===== src/rtl/tsc_rx.sv =====
// Host-side receiver for the trigger/serial-capture link: requests the
// captured buffer with SBF, deframes SD bytes into a local RAM until CD.
module tsc_rx #(
    parameter int AW      = 5,
    parameter int TIMEOUT = 64
) (
    input  logic          clk,
    input  logic          reset,
    input  logic          arm,
    input  logic          TRD,
    input  logic          CD,
    input  logic          SD,
    output logic          SBF,
    output logic [7:0]    rx_byte,
    output logic          rx_valid,
    output logic [AW:0]   rx_count,
    output logic          done,
    output logic          frame_err,
    output logic          overflow,
    output logic          timeout,
    input  logic [AW-1:0] rd_addr,
    output logic [7:0]    rd_data
);

    localparam int TW = $clog2(TIMEOUT);
    localparam logic [TW-1:0] TLAST = TW'(TIMEOUT - 1);

    localparam logic [2:0] IDLE = 3'd0;
    localparam logic [2:0] REQ  = 3'd1;
    localparam logic [2:0] HUNT = 3'd2;
    localparam logic [2:0] DATA = 3'd3;
    localparam logic [2:0] STOP = 3'd4;
    localparam logic [2:0] DONE = 3'd5;

    logic [2:0]    state;
    logic [2:0]    bit_cnt;
    logic [TW-1:0] timer;
    logic [7:0]    shreg;
    logic [7:0]    mem [2**AW];
    logic          wr_en;

    // rx_count[AW] is set only at the full count, so it doubles as "full"
    assign wr_en = (state == STOP) && SD && !rx_count[AW];

    always_ff @(posedge clk or posedge reset) begin
        if (reset) begin
            state     <= IDLE;
            bit_cnt   <= '0;
            timer     <= '0;
            shreg     <= '0;
            SBF       <= 1'b0;
            rx_byte   <= '0;
            rx_valid  <= 1'b0;
            rx_count  <= '0;
            done      <= 1'b0;
            frame_err <= 1'b0;
            overflow  <= 1'b0;
            timeout   <= 1'b0;
        end else begin
            SBF      <= 1'b0;
            rx_valid <= 1'b0;
            case (state)
                IDLE: begin
                    if (arm && TRD) begin
                        state     <= REQ;
                        SBF       <= 1'b1;
                        rx_count  <= '0;
                        done      <= 1'b0;
                        frame_err <= 1'b0;
                        overflow  <= 1'b0;
                        timeout   <= 1'b0;
                    end
                end
                REQ: begin
                    state <= HUNT;
                    timer <= '0;
                end
                HUNT: begin
                    timer <= timer + TW'(1);
                    if (!SD) begin
                        state   <= DATA;
                        bit_cnt <= '0;
                    end else if (CD) begin
                        state <= DONE;
                        done  <= 1'b1;
                    end else if (timer == TLAST) begin
                        state   <= DONE;
                        done    <= 1'b1;
                        timeout <= 1'b1;
                    end
                end
                DATA: begin
                    shreg   <= {shreg[6:0], SD};
                    bit_cnt <= bit_cnt + 3'd1;
                    if (bit_cnt == 3'd7)
                        state <= STOP;
                end
                STOP: begin
                    state <= HUNT;
                    timer <= '0;
                    if (!SD) begin
                        frame_err <= 1'b1;
                    end else if (rx_count[AW]) begin
                        overflow <= 1'b1;
                    end else begin
                        rx_count <= rx_count + (AW+1)'(1);
                        rx_byte  <= shreg;
                        rx_valid <= 1'b1;
                    end
                end
                DONE: begin
                    if (!arm) begin
                        state <= IDLE;
                        done  <= 1'b0;
                    end
                end
                default: state <= IDLE;
            endcase
        end
    end

    // Buffer RAM keeps its contents across reset
    always_ff @(posedge clk) begin
        if (wr_en)
            mem[rx_count[AW-1:0]] <= shreg;
    end

    always_ff @(posedge clk or posedge reset) begin
        if (reset)
            rd_data <= '0;
        else
            rd_data <= mem[rd_addr];
    end

endmodule


===== config.mk =====
export PLATFORM = sky130hd
export DESIGN_NAME = tsc_rx
export DESIGN_NICKNAME = d
export VERILOG_FILES = /design/src/rtl/tsc_rx.sv
export SDC_FILE = /design/constraint.sdc
export NUM_CORES = 1
export LEC_CHECK = 0
export ABC_AREA = 1
export BUFFER_PORTS_ARGS = -buffer_cell sky130_fd_sc_hd__buf_2
export CORE_ASPECT_RATIO = 1.1
export CORE_UTILIZATION = 25
export DETAILED_ROUTE_END_ITERATION = 12
export PLACE_DENSITY = 0.45
export SLEW_MARGIN = 20
export SYNTH_ARGS = -nofsm -noshare
export SYNTH_HDL_FRONTEND = slang
export SYNTH_SLANG_ARGS = --single-unit
export TNS_END_PERCENT = 50

===== constraint.sdc =====
create_clock -name clk -period 2.25 [get_ports clk]
set_input_delay 0 -clock clk [delete_from_list [all_inputs] [get_ports clk]]
set_output_delay 0 -clock clk [all_outputs]
set_load 0.1 [all_outputs]

## Word level (Yosys, flattened, before mapping)

Memory sizes are Yosys's and may differ from the RTL's. A register that Yosys moved wholly into a read port is not among the register bits.
Index checks and enable logic that the tools add are counted.

| storage, ports and cells | value |
|---|---|
| memories kept | 1 |
| bits in writable memories | 256 |
| word-level logic and storage cells | 93 |
| register bits after elaboration | 40 |
| output and inout bits | 28 |

| operators by class | value |
|---|---|
| muxes and demuxes | 35 |
| add/subtract/negate cells | 3 |
| bitwise logic cells | 1 |
| reductions and logical operators | 20 |
| equal/unequal tests | 20 |

Memory list:

| memory | words | bits a word | rd ports | clocked after Yosys merged registers in | write ports | RTL line | text |
|---|---|---|---|---|---|---|---|
| mem | 32 | 8 | 1 | 1 | 1 | 39 | `logic [7:0] mem [2**AW];` |

Operators by type and width:

| kind | count |
|---|---|
| $pmux W6 S2 | 2 |
| $ne A2 B2 Y1 const B | 11 |
| $mux W3 | 7 |
| $mux W6 | 3 |
| $mux W1 | 17 |
| $pmux W3 S5 | 1 |
| $add A6 B1 Y6 const B | 2 |
| $reduce_and A4 Y1 | 3 |
| $reduce_and A5 Y1 | 2 |
| $eq A3 B3 Y1 const B | 3 |
| $reduce_and A3 Y1 | 3 |
| $reduce_bool A2 Y1 | 4 |
| $eq A3 B2 Y1 const B | 2 |
| $eq A6 B6 Y1 const B | 1 |
| $pmux W1 S2 | 3 |
| $pmux W3 S2 | 1 |
| $ne A4 B4 Y1 const B | 1 |
| $add A3 B1 Y3 const B | 1 |
| $eq A3 B1 Y1 const B | 1 |
| $logic_and A1 B1 Y1 | 3 |
| $logic_not A3 Y1 | 1 |
| $ne A3 B3 Y1 const B | 1 |
| $pmux W1 S3 | 1 |
| $reduce_bool A3 Y1 | 1 |
| 4 further kinds | 4 |

## Depth between registers and ports, before layout

Gate-level depths: netlist of run 1.

| depth | value |
|---|---|
| depth after elaboration | 5 |
| gate-level depth with buffers | 11 |

## Worst setup path after synthesis of run 1

OpenSTA, ideal clock, no wires.

| path | value |
|---|---|
| kind | flip-flop to flip-flop |
| start | reg rx_count[2] |
| end | mem mem[12][0], enable pin |
| slack | 0.047 ns |
| library setup time | 0.370 ns |
| stages on the path, launching flop included | 4 |
| arrival time | 1.833 ns |
| period minus slack after synthesis | 2.203 ns |
| cell sequence | dfrtp_1 clkbuf_1 nand3_1 nor2_1 |

RTL lines:

| what | RTL line | text |
|---|---|---|
| from (decl) | 16 | `output logic [AW:0] rx_count,` |
| from (signal assigned) | 106 | `rx_count <= rx_count + (AW+1)'(1);` |
| to (decl) | 39 |  |

Straight into the memory's write port.

## Worst setup path in the final report of run 1

| path | value |
|---|---|
| start | reg timer[0] |
| end | reg state[2] |

| on the way | value |
|---|---|
| word-level cells in the longest chain between the ends | 3 |

Ends and longest elaborated chain:

| what | RTL line | text |
|---|---|---|
| from (decl) | 37 | `logic [TW-1:0] timer;` |
| from (signal assigned) | 79 | `timer <= timer + TW'(1);` |
| $eq A6 B6 Y1 | 86 | `end else if (timer == TLAST) begin` |
| $ne A4 B4 Y1 (no line) | n/a |  |
| $reduce_and A4 Y1 (no line) | n/a |  |
| to (signal assigned) | 84 | `state <= DONE;` |
| to (signal assigned) | 87 | `state <= DONE;` |
| to (signal assigned) | 96 | `state <= STOP;` |
| to (decl) | 35 | `logic [2:0] state;` |

No other way between the ends.
A chain may end at the register's enable or synchronous reset.

==> results.txt, run 1 <==
The die is 216 µm wide. The tools report the final RePlAce weighted congestion as 0.768. The launching instance or port of the critical path was timer[0]$_DFFE_PP0P_. For this block, the initial DRC count from the detailed router was 529.

In this run the core area contains 85 standard-cell rows. The tools report the kind of start point of the critical path as a register. Area share of the largest cell type after synthesis: 0.613. The setup violation total in the final timing report came out at 0.

Counting flops and latches in the post-synthesis netlist gives 304. The area of the die was 51100 µm²; the final antenna-violating net count was 0. The effective utilization at floorplan came out at 0.255.

The most common cell in the synthesized netlist is nand2_1. The pin count of the biggest net entering global routing came out at 73. Start-to-end type of the worst setup path: register to register. Measured along the y axis, the die boundary spans 237 µm. The worst register-to-register path begins at timer[0]$_DFFE_PP0P_.

Worst endpoint required time: 2710 ps. The run gives 0 as the antenna diode count. TritonCTS built the clock tree. The max-slew violation total from the final report was 0. The logs give 5.81 nW for the leakage component of the power and 270 ps for the register-to-register path setup slack. The commonest cells after synthesis are nand2_1 (410), edfxtp_1 (256), nand3_1 (216). The first global-routing pass estimated 51900 µm of wire. VDD sags by at most 0.802 mV. The remaining global-route overflow was 0.

The ratio of routed vias to standard cells is 4.33, and the number of distinct library cells after synthesis is 27. Port buffering added 38 buffers. After clock tree synthesis, the clock-pin slew on the worst setup and hold paths is 60 ps. Max-cap violations in this run came to 0.

The logs give 4 for the first-pass detailed-route iteration total and 0 for the number of hold violations in the final report. Ranked by total cell area, the synthesized netlist is headed by edfxtp_1 (61%), nand2_1 (12%), dfrtp_1 (9.6%), nand3_1 (8.6%), nor2_1 (1.3%). For this block, the routed nets add up to 33800 µm of wire.

The core footprint was 49200 µm²; the number of placed instances, taps included was 1821. The total routing usage reported by global routing came out at 0.135. For the worst flop-to-flop path, the logic depth is 8. The longest clock path from root to sink contains 3 buffers. The number of DRC violations after detailed routing was 0; the final worst-path cycle share was 0.881. The latest clock arrival within the worst-skew pair is 530 ps. The half-perimeter wire length after placement was 21100 µm; the routed length per instance was 17.8 µm. The min-delay analysis places its worst path in the category input pin to asynchronous set/reset pin. After synthesis the cells add up to 12500 µm². Share of async-settable or async-resettable flops after synthesis: 0.158. Setup repair after global routing left no endpoint under its margin. The category of the worst setup path capture point is a register.

In this run the power density over the cells is 1080 nW/µm². After filler insertion, the fill cell instance count of the layout stands at 5036. The post-synth net total came out at 1151. For the worst slew slack as a fraction of its limit, the log shows 0.604.

Among all flip-flop cells after synthesis, the most frequent one is edfxtp_1. For the post-synthesis cell count, the log shows 1133. Number of global-route vias before repair: 8695. Clock net sink count: 304.

For this run, the number of standard cells in the final layout without fillers is 1894. For the pin with the worst max-slew slack, the measured transition is 594 ps. In this run the clock root is driven by a clkbuf_16. Summed over all failing endpoints, the final setup total negative slack is 0 ps. The number of H-tree branching levels came out at 2. Across the routed clock network, the largest skew measured is 20.1 ps. The sequential-to-total area share from yosys stat was 0.708. For the number of antenna violations at the first check in global routing, the log shows 0.

The peak fanout along the critical path works out to 5. For the total number of yosys warnings, the log shows 0. The routed design could run at a clock period as short as 1980 ps. The net count of the finished layout is 1234. The run finished with clean final reports. For this run, the top clock speed supported by timing is 504 MHz.

From synthesis to final layout, the design area changed by 19.0%. Of all cell types, the one taking the most synthesized area is edfxtp_1. In this run the count of I/O pins placed on the die edge is 39.

Clock tree synthesis inserted a total of 35 buffers. The number of enable flip-flop cells after synthesis is 256. The fraction of final layout cells sized beyond drive strength 1 works out to 0.126. Data on the critical path arrives at its endpoint at 2440 ps. The synthesized area divided by synthesized cell count was 11.1 µm²; the vias after detailed routing was 8206.
-- final cells by class --
| class | instances | area, µm² | area share |
|---|---|---|---|
| clock buffer | 47 | 952 | 0.0638 |
| clock inverter | 16 | 159 | 0.0106 |
| inverter | 38 | 144 | 0.00964 |
| multi-input combinational | 734 | 3220 | 0.215 |
| sequential | 304 | 8890 | 0.595 |
| tap | 652 | 816 | 0.0546 |
| timing repair buffer | 103 | 756 | 0.0506 |
-- layer usage --
metal	up-vias	global-route usage	part of all wire
met1	3919	0.176	0.45
met5	-	0	0
li1	4052	-	-
met4	0	0.0479	0.027
met3	58	0.0222	0.042
met2	177	0.225	0.48
-- critical path: stages, from the launching register on --
cell and delay (ps):
dfrtp_1 410, ha_1 210, nand3_1 120, nor2_2 160, nand2_1 90, nand2_1 90, nand3_1 120, o21ai_0 160
dlygate4sd3_1 570
-- flip-flops by register name, indices dropped and copies added, names as in the netlist, 3 cells and up --
name      flops
rx_byte       8
rx_count      6
timer         6
mem         256
bit_cnt       3
rd_data       8
shreg         8
state         3
-- what timing repair did --
item	in CTS	in global routing
setup endpoints to repair	0	1
hold buffers	10	0
endpoints found under the hold margin	68	0
setup buffers	0	0
gates resized for setup	0	1
-- through the flow --
stage | total power [mW] | area (µm²) | worst slack (ps) | hold WS [ps] | util
6_report | 16.1 | 14900 | 267 | 33.9 | 0.303
5_1_grt | 16.8 | 14900 | 31.4 | 77.8 | 0.303
4_1_cts | 16.4 | 14900 | 184 | 31.5 | 0.303
3_5_place_dp | 10.7 | 13700 | 338 | 52.9 | 0.279
3_3_place_gp | 10.7 | 13700 | 356 | 56.4 | 0.279
2_1_floorplan | 9.45 | 12500 | 46.8 | 175 | -
-- path summary, 6_finish.rpt --
path,endpoint
min in group clk,rd_data[3]$_DFF_PP0_
min reg2reg,frame_err$_DFFE_PP0P_
min,rx_byte[6]$_DFFE_PP0P_
max reg2reg,state[2]$_DFFE_PP0P_
max,state[2]$_DFFE_PP0P_
max in group asynchronous,overflow$_DFFE_PP0P_
-- cell families (layout without fill, tap and decap cells) --
family          after synthesis  in the layout  synth area share
fa+ha+maj                     7              7           0.00698
flops                       304            304             0.708
xor+xnor                      2              2           0.00140
buf+inv                      95            204            0.0357
compound gates               35             35            0.0144
simple gates                690            690             0.233
-- cells in the final DEF (no fill, tap or decap), types with 2 or more instances in the layout --
master         count
o21ai_1            9
inv_2              6
buf_12             4
clkbuf_1          10
o21ai_0           18
a21oi_1            5
buf_2             37
bufinv_16          3
dfrtp_1           48
ha_1               7
nand2_2            7
clkbuf_16         36
dlygate4sd3_1     10
inv_1             31
nand2_1          410
clkinv_2           3
nand4_1            4
nand3_1          216
buf_4             52
clkinv_1           9
edfxtp_1         256
nor2_1            44
nor3_2             2
nor3_1             3
-- where the power goes --
part / total, mW / leakage (nW) / switching, mW / internal, mW
registers: 7.16 / 2.97 / 0.243 / 6.92
logic: 3.40 / 2.31 / 2.79 / 0.616
clock network: 5.53 / 0.538 / 2.21 / 3.32
(Power assumes the default switching activity.)
==> inputs of run 2 (changes only) <==
- clock period: 2.25 -> 1.9 ns (I/O delays scaled with it)
==> run 2 against run 1 <==
Net effect:
- worst setup slack got worse by 160 ps
- global-route usage is 0.30 points lower
- sequential cell count unchanged
- highest routed layer unchanged
==> results.txt, run 2 (same netlist as run 1, synthesis figures left out) <==
The flow ran to the end, and the final reports show no timing, DRC or antenna violations. Setup repair after global routing could not meet its margin everywhere. Max-slew violation total from the final report: 0.

The number of DRC violations after detailed-routing iteration 0 was 804. The start-to-end type of the worst setup path was register to register. The fraction of final layout cells sized beyond drive strength 1 works out to 0.144.

Adding up every negative setup slack in the final design gives 0 ps. The clock passes through at most 3 buffers. The worst slew slack as a fraction of its limit was 0.545; the number of placed instances, taps included was 1827. The analysis attributes to cell leakage a power of 5.83 nW.

TritonCTS built the clock tree. For the pin with the worst max-slew slack, the measured transition is 682 ps. The smallest clock period supported by the final layout is computed as 1790 ps. The tools report the placed instance area as 13900 µm². After clock tree synthesis, the clock-pin slew on the worst setup and hold paths is 60 ps.

The antenna diode count was 0. The number of DRC violations after detailed routing was 0. Data on the critical path arrives at its endpoint at 2080 ps. The internal power of the cells totals 12.6 mW. At the end of routability-driven placement, the weighted congestion stood at 0.786. The worst clock skew is 10.2 ps, and the total routing usage reported by global routing is 0.132. The register with the most flip-flops in the layout has 256 of them. The master cell of the clock root buffer was clkbuf_16. The power per cell area was 1260 nW/µm²; the post-layout utilization of the core was 0.304. For the first-pass GRT wire length, the log shows 51300 µm.

Derived from the worst setup path, the maximum achievable clock frequency is 558 MHz. In this run the count of I/O pins placed on the die edge is 39. The worst setup path is launched from a register.

The worst-case IR drop observed on VDD is 0.868 mV. On the worst path, the slowest cell contributes a delay of 380 ps. For the number of antenna violations at the first check in global routing, the log shows 0.

STA classifies the critical path endpoint as a register. The number of cells on the worst reg-to-reg path is 8. For the half-perimeter wire length after placement, the log shows 20800 µm.

The first-pass detailed-route iteration total was 5; the latest clock arrival within the worst-skew pair was 580 ps. The most frequent standard cell in the layout excluding fill and tap cells was nand2_1. The slowest stage of the critical path belongs to the cell dfrtp_1. Total power for the finished layout comes to 18.9 mW.

The die covers 51100 µm². The total of buffers placed on input and output ports was 38; the number of H-tree branching levels was 1. The net switching component of the power is 6.24 mW. The overall die height was 237 µm; the number of stages on the worst hold path was 6. Number of filler cells placed in the layout: 5057. Buffers inserted during clock tree synthesis total 31.

The number of nets in the finished design was 1233; the width of the die was 216 µm. The post-route non-filler standard cell count is 1892, and the final worst-path cycle share is 0.943. Setup violations remaining at the end of the flow were counted as 0. The area growth from synthesis to layout is 19.4%. The number of max-cap violations was 0; the worst-case setup slack after placement was 79.9 ps.

The core footprint was 49200 µm². The final layout contains routed wiring with a total length of 33600 µm. The final antenna-violating net count was 0; the clock net sink count was 304. For the pin count of the biggest net entering global routing, the log shows 89. Across all layers, the routed design uses 8278 vias. The portion of total power attributed to combinational logic was 0.224. In this run the worst hold path is classified as input pin to register. The critical path goes through inv_1, nand2_2, nor2_4, nand3_4, inv_2, nand2_2, nor2_1, buf_4. After detailed routing, the number of vias per cell comes to 4.38. Routed length per instance: 17.8 µm. The library cells used most frequently in the layout, excluding fill and tap cells, are nand2_1 (410), edfxtp_1 (256), nand3_1 (216), buf_4 (51), nor2_1 (43). The total setup buffers inserted after CTS is 0, and the remaining global-route overflow is 0. The run gives 0.448 as the proportion of power drawn by flip-flops and latches. The number of global-route vias before repair was 8353. Of all nets on the critical path, the largest fanout is 8. The floorplan has 85 rows. The switching power share of the total was 0.330; the number of hold violations in the final report was 0. The logs give 0.255 for the effective utilization at floorplan and 37.5 ps for the post-route worst hold slack. The tools report the summed area of non-filler cells in the final layout as 15000 µm².

In this design, the critical path's most frequently occurring cell is nand2_2. At the worst endpoint, the required time is 2190 ps. The run gives 108 ps as the worst-case setup margin in the final layout.

The portion of total power attributed to the clock network came out at 0.328.
[run 2: path summary, 6_finish.rpt]
check	start	slack [ps]	endpoint
max in group asynchronous	reset	1250	rx_count[0]$_DFFE_PP0P_
min in group asynchronous	reset	140	rx_byte[3]$_DFFE_PP0P_
worst min-delay path	rd_addr[3]	40	rd_data[5]$_DFF_PP0_
worst min register to register	rx_byte[0]$_DFFE_PP0P_	480	rx_byte[0]$_DFFE_PP0P_
worst max register to register	state[0]$_DFFE_PP0P_	110	mem[28][2]$_DFFE_PP_
worst max-delay path	state[0]$_DFFE_PP0P_	110	mem[28][2]$_DFFE_PP_
[run 2: power by group through the flow]
stage	Clock, mW	Combinational, mW	Sequential, mW
after global placement	0	4.32	8.59
after detailed placement	0	4.31	8.61
after floorplan	0	1.22	9.98
after CTS	6.36	4.32	8.47
final	6.19	4.23	8.47
after global routing	6.62	4.58	8.51
[run 2: repair_timing]
| item | 4_1_cts | 5_1_grt |
|---|---|---|
| gates resized for setup | 0 | 1 |
| endpoints found under the hold margin | 69 | 0 |
| hold buffers | 7 | 0 |
| setup endpoints to repair | 0 | 62 |
[run 2: routing by layer]
metal	share of wire	global-route usage	vias to the layer above	wire length, µm
met5	0	0	-	0
met4	0.017	0.0331	0	580
met2	0.48	0.221	199	16300
li1	-	-	4044	-
met3	0.048	0.0199	44	1610
met1	0.45	0.177	3991	15100
[run 2: layout make-up]
type                    count  area, µm²  share of cell area
inverters                  38        144             0.00960
clock inverters            21        201              0.0134
clock buffers              37        848              0.0566
multi-input cells         734       3220               0.215
repair buffers            106        858              0.0573
well taps                 652        816              0.0544
flip-flops and latches    304       8900               0.594
[run 2: worst max-delay path, delay by kind of cell (launching register included)]
kind,cells,cell delay (ps)
buffers and inverters,3,400
flip-flops,1,380
AND/OR/NAND/NOR,5,730
